[config.mk]
export PLATFORM = sky130hd
export DESIGN_NAME = attempt_limiter
export DESIGN_NICKNAME = d
export VERILOG_FILES = /design/src/rtl/lock_pkg.sv /design/src/rtl/lockout_timer.sv /design/src/rtl/attempt_limiter.sv
export SDC_FILE = /design/constraint.sdc
export NUM_CORES = 1
export LEC_CHECK = 0
export BUFFER_PORTS_ARGS = -buffer_cell sky130_fd_sc_hd__buf_2
export CELL_PAD_IN_SITES_DETAIL_PLACEMENT = 1
export CELL_PAD_IN_SITES_GLOBAL_PLACEMENT = 2
export CORE_MARGIN = 5
export CORE_UTILIZATION = 25
export CTS_BUF_LIST = sky130_fd_sc_hd__clkbuf_8
export CTS_CLUSTER_SIZE = 20
export DETAILED_ROUTE_END_ITERATION = 16
export PLACE_DENSITY = 0.65
export SLEW_MARGIN = 30
export SYNTH_ARGS = -nofsm -noshare
export SYNTH_HDL_FRONTEND = slang
export SYNTH_SLANG_ARGS = --single-unit
[constraint.sdc]
create_clock -name clk -period 2 [get_ports clk]
set_clock_uncertainty 0.2 [all_clocks]
set_input_delay 0.1 -clock clk [delete_from_list [all_inputs] [get_ports clk]]
set_output_delay 0.1 -clock clk [all_outputs]
set_load 0.02 [all_outputs]
[src/rtl/lock_pkg.sv]
// Shared definitions for the lock blocks: FSM state encoding and default limits.
package lock_pkg;

  typedef enum logic [0:0] {
    StCount  = 1'b0,
    StLocked = 1'b1
  } lock_state_e;

  localparam int unsigned DefMaxErr     = 3;
  localparam int unsigned DefLockCycles = 1024;
  localparam int unsigned TotalMax      = 255;

endpackage

[src/rtl/lockout_timer.sv]
// Loadable down-counter that runs to zero; expire marks the cycle whose edge takes it 1 -> 0.
module lockout_timer #(
  parameter int unsigned W = 11
) (
  input  logic         clk,
  input  logic         rst,
  input  logic         load,
  input  logic         clear,
  input  logic [W-1:0] load_val,
  output logic [W-1:0] count,
  output logic         expire
);

  logic [W-1:0] count_q, count_d;

  always_comb begin
    count_d = count_q;
    if (clear) begin
      count_d = '0;
    end else if (load) begin
      count_d = load_val;
    end else if (count_q != '0) begin
      count_d = count_q - W'(1);
    end
  end

  always_ff @(posedge clk or posedge rst) begin
    if (rst) begin
      count_q <= '0;
    end else begin
      count_q <= count_d;
    end
  end

  assign count  = count_q;
  assign expire = (count_q == W'(1)) && !clear && !load;

endmodule

[src/rtl/attempt_limiter.sv]
// Wrong-attempt limiter: counts consecutive failed judgements and enforces a timed lockout.
module attempt_limiter
  import lock_pkg::*;
#(
  parameter int unsigned MAX_ERR     = DefMaxErr,
  parameter int unsigned LOCK_CYCLES = DefLockCycles,
  parameter int unsigned CNT_W       = $clog2(MAX_ERR + 1),
  parameter int unsigned TMR_W       = $clog2(LOCK_CYCLES + 1)
) (
  input  logic             clk,
  input  logic             rst,
  input  logic             j,
  input  logic             correct,
  input  logic             admin_clr,
  output logic [CNT_W-1:0] error_count,
  output logic             locked,
  output logic             alarm,
  output logic             rejected,
  output logic [TMR_W-1:0] lock_remaining,
  output logic [7:0]       lockout_total
);

  lock_state_e      state_q, state_d;
  logic [CNT_W-1:0] error_count_q, error_count_d;
  logic             alarm_q, alarm_d;
  logic             rejected_q, rejected_d;
  logic [7:0]       total_q, total_d;
  logic             tmr_load, tmr_clear, tmr_expire;
  int unsigned      err_inc;

  assign err_inc = 32'(error_count_q) + 32'd1;

  always_comb begin
    state_d       = state_q;
    error_count_d = error_count_q;
    alarm_d       = 1'b0;
    rejected_d    = 1'b0;
    total_d       = total_q;
    tmr_load      = 1'b0;
    tmr_clear     = 1'b0;
    // Supervisor clear wins over any attempt and over timer expiry.
    if (admin_clr) begin
      state_d       = StCount;
      error_count_d = '0;
      tmr_clear     = 1'b1;
    end else begin
      unique case (state_q)
        StCount: begin
          if (j) begin
            if (correct) begin
              error_count_d = '0;
            end else if (err_inc >= MAX_ERR) begin
              state_d       = StLocked;
              error_count_d = CNT_W'(MAX_ERR);
              tmr_load      = 1'b1;
              alarm_d       = 1'b1;
              if (32'(total_q) != TotalMax) total_d = total_q + 8'd1;
            end else begin
              error_count_d = CNT_W'(err_inc);
            end
          end
        end
        StLocked: begin
          // An attempt in the expiry cycle still counts as locked: rejected, not counted.
          rejected_d = j;
          if (tmr_expire) begin
            state_d       = StCount;
            error_count_d = '0;
          end
        end
        default: state_d = StCount;
      endcase
    end
  end

  always_ff @(posedge clk or posedge rst) begin
    if (rst) begin
      state_q       <= StCount;
      error_count_q <= '0;
      alarm_q       <= 1'b0;
      rejected_q    <= 1'b0;
      total_q       <= '0;
    end else begin
      state_q       <= state_d;
      error_count_q <= error_count_d;
      alarm_q       <= alarm_d;
      rejected_q    <= rejected_d;
      total_q       <= total_d;
    end
  end

  lockout_timer #(
    .W (TMR_W)
  ) u_timer (
    .clk      (clk),
    .rst      (rst),
    .load     (tmr_load),
    .clear    (tmr_clear),
    .load_val (TMR_W'(LOCK_CYCLES)),
    .count    (lock_remaining),
    .expire   (tmr_expire)
  );

  assign error_count   = error_count_q;
  assign locked        = (state_q == StLocked);
  assign alarm         = alarm_q;
  assign rejected      = rejected_q;
  assign lockout_total = total_q;

endmodule

==> flow_summary.json <==
{
  "crit_arrival_ns": 1.84,
  "synth_ff_type": "dfrtp_1",
  "synthesis.nets": 129,
  "ys_seq_area_share_pct": 47.90,
  "slowest_stage": "dfrtp_2",
  "synth.mux.area_fraction_pct": 2.695,
  "drive_above_1_share_pct": 37.87,
  "p_comb_share_pct": 49.8,
  "crit_path_cell_trace": "inv_2 -> ha_4 -> or3b_4 -> a2111oi_4 -> xnor2_1 -> nor2_1",
  "cts_tree": "built",
  "worst_slack_ns": 0.09976,
  "io_pins": 29,
  "rsz0062_at_grt": "no",
  "required_ns": 1.94,
  "grt_pass1_vias": 1233,
  "synth_cell_type_count": 43,
  "yosys.area.top_type": "dfrtp_1",
  "ys_seq_elements": 24,
  "ant_nets": 0,
  "cts_buffer_depth": 2,
  "grt.overflow.total": 0,
  "htree_num_levels": 1,
  "cpPeakStageDelay_ns": 0.41,
  "drt-total-wl_um": 3345,
  "period_share_pct": 95.01,
  "synthTopCellsByCount": "24 x dfrtp_1, 15 x nor2_1, 7 x nand2_1",
  "synth_xor_area_share_pct": 4.890,
  "maxCapViolCount": 0,
  "fp.dieH_um": 80.82,
  "root_buffer": "clkbuf_8",
  "regToRegStartpoint": "u_timer.count[1]$_DFFE_PP0P_",
  "antenna_found_initial": 0,
  "cts_sinks": 24,
  "power_report.internal_total_mw": 1.339,
  "netlist_instances": 121,
  "path_max_fanout": 5,
  "drc_errors": 0,
  "wire_per_inst_um": 14.17,
  "power_frac_clock_pct": 19.5,
  "diodes": 0,
  "n_fill_cell": 541,
  "dp_slack_ns": -0.04012,
  "tightest_slew_ns": 0.5209,
  "switching_share_pct": 39.15,
  "powerDensity_nw_per_um2": 1263,
  "core_sq_um": 4786,
  "async_flop_share_pct": 100.0,
  "slew_headroom_pct": 64.95,
  "outcome": "finished clean",
  "die_w_um": 80.82,
  "synth.avg_cell_area_sq_um": 10.36,
  "p_switching_uw": 861.4,
  "max-vdd-ir-drop_v": 0.0003407,
  "grt_max_degree": 25,
  "gp_congestion": 0.7983,
  "yosys.area_share.simple_pct": 25.95,
  "end_kind": "register",
  "cp_top_family": "simple AND/OR/NAND/NOR gates",
  "setup_viol": 0,
  "dp_hpwl_um": 2516,
  "dr.pass1.iters": 4,
  "finalHoldViolations": 0,
  "vias_per_cell": 4.788,
  "power_leakage_nw": 0.8133,
  "synth_compound_area_share_pct": 13.47,
  "start_util_pct": 26.20,
  "fin_nets": 178,
  "clkTransAtPathRegs_ns": 0.09,
  "portBuffers": 28,
  "die-area_sq_um": 6531,
  "holdCritPathClass": "input port to asynchronous set/reset pin",
  "worstSetupPathType": "register to register",
  "synth_edf_count": 0,
  "grt_use_total_pct": 11.34,
  "multiInputGateArea_sq_um": 676.9,
  "fmaxAchievable_ghz": 0.5262,
  "row_count": 25,
  "grt_pass1_wl_um": 5830,
  "clk_latency_ns": 0.27,
  "drt-initial-drc-count": 25,
  "worstSetupStartpoint": "u_timer.count[1]$_DFFE_PP0P_",
  "synth.most_common_cell": "dfrtp_1",
  "syn_area_sq_um": 1254,
  "netlist.area_leader.share_pct": 47.90,
  "synth_top_family_by_area": "simple AND/OR/NAND/NOR gates",
  "seq_area_sq_um": 603.1,
  "synth_fa_ha_area_share_pct": 2.994,
  "p_seq_share_pct": 30.7,
  "start_kind": "register",
  "tns_ns": 0,
  "yosysWarningCount": 0,
  "vias": 1130,
  "cts_buffers": 3,
  "min_period_ns": 1.900,
  "path_buf_inv": 1,
  "yosys-top-cells-area": "dfrtp_1 48%, nor2_1 4.5%, xnor2_1 3.5%, ha_1 3.0%, mux2_2 2.7%",
  "maxSlewViolCount": 0,
  "post_cts_buffers": 0,
  "syn_to_final_growth_pct": 38.92
}
-- stage by stage --
stage               cell area, sq um  total power [mW]  utilization, %  instances  hold slack (ns)
finish                          1742             2.201           36.39        236           0.2099
global route                    1742             2.348           36.39        236           0.2439
CTS                             1707             2.163           35.66        236           0.2250
detailed placement              1583             1.708           33.07        227         -0.02253
global placement                1583             1.678           33.07        227         -0.02885
floorplan                       1269             1.342               -        121         -0.08552
-- cell usage in the layout, fill, tap and decap left out, types with 2 or more instances in the layout --
cell type,count
and3_1,2
nand2_1,7
mux2_2,3
nor2_1,15
buf_4,13
or3_1,2
nor3b_2,2
inv_2,2
a211oi_1,2
xor2_1,2
clkbuf_8,3
dfrtp_1,22
ha_1,2
o21ai_0,2
dfrtp_2,2
nor4_1,2
a31oi_1,3
dlygate4sd3_1,5
buf_2,28
inv_1,3
a21oi_1,6
nand2b_1,2
nand3b_1,2
xnor2_1,5
o31ai_1,2
nand3_1,6
-- layout make-up --
cell class | instances | share of cell area, %
Multi-Input combinational cell | 90 | 38.86
Sequential cell | 24 | 34.63
Timing Repair Buffer | 46 | 16.52
Tap cell | 67 | 4.813
Clock buffer | 3 | 2.371
Clock inverter | 1 | 1.724
Inverter | 5 | 1.078
-- what timing repair did --
item	in CTS	in global routing
hold buffers	5	0
resized for setup	1	7
setup endpoints to repair	1	8
endpoints found under the hold margin	30	0
pin swaps	1	4
-- worst reg2reg max path, cell delays in order (launching register included) --
cell,delay (ns)
dfrtp_2,0.41
inv_2,0.08
ha_4,0.14
or3b_4,0.40
a2111oi_4,0.32
xnor2_1,0.16
nor2_1,0.06
-- registers in the layout (all words and copies together) (netlist names) --
register	cells
u_timer.count	11
alarm	1
error_count	2
locked	1
rejected	1
lockout_total	8
-- power by group through the flow --
stage | Sequential, mW | Combinational (mW) | Clock (mW)
6_report | 0.674 | 1.10 | 0.430
5_1_grt | 0.689 | 1.20 | 0.461
4_1_cts | 0.673 | 1.04 | 0.450
3_5_place_dp | 0.682 | 1.03 | 0
3_3_place_gp | 0.675 | 1.00 | 0
2_1_floorplan | 0.798 | 0.544 | 0
-- path summary, 6_finish.rpt --
kind	endpoint	slack, ns	cells past startpoint
max in group asynchronous	u_timer.count[1]$_DFFE_PP0P_	1.14	4
min	lockout_total[5]$_DFFE_PP0P_	0.21	4
max	u_timer.count[6]$_DFFE_PP0P_	0.1	6
min in group clk	lockout_total[7]$_DFFE_PP0P_	0.33	1
min reg2reg	lockout_total[7]$_DFFE_PP0P_	0.33	1
max reg2reg	u_timer.count[6]$_DFFE_PP0P_	0.1	6
-- metal layers --
| layer | part of all wire (%) | vias up | global-route usage, % | wire [um] |
|---|---|---|---|---|
| li1 | - | 542 | - | - |
| met1 | 43 | 563 | 13.20 | 1442 |
| met2 | 51 | 20 | 20.61 | 1715 |
| met3 | 4.8 | 5 | 3.215 | 162 |
| met4 | 0.69 | 0 | 2.365 | 23 |
| met5 | 0 | - | 0 | 0 |
-- cell families after synthesis --
family          Yosys count
fa+ha+maj                 3
simple gates             53
flops                    24
mux                       3
compound gates           24
xor+xnor                  7
buf+inv                   7
Power figures use the tool's default switching activity.
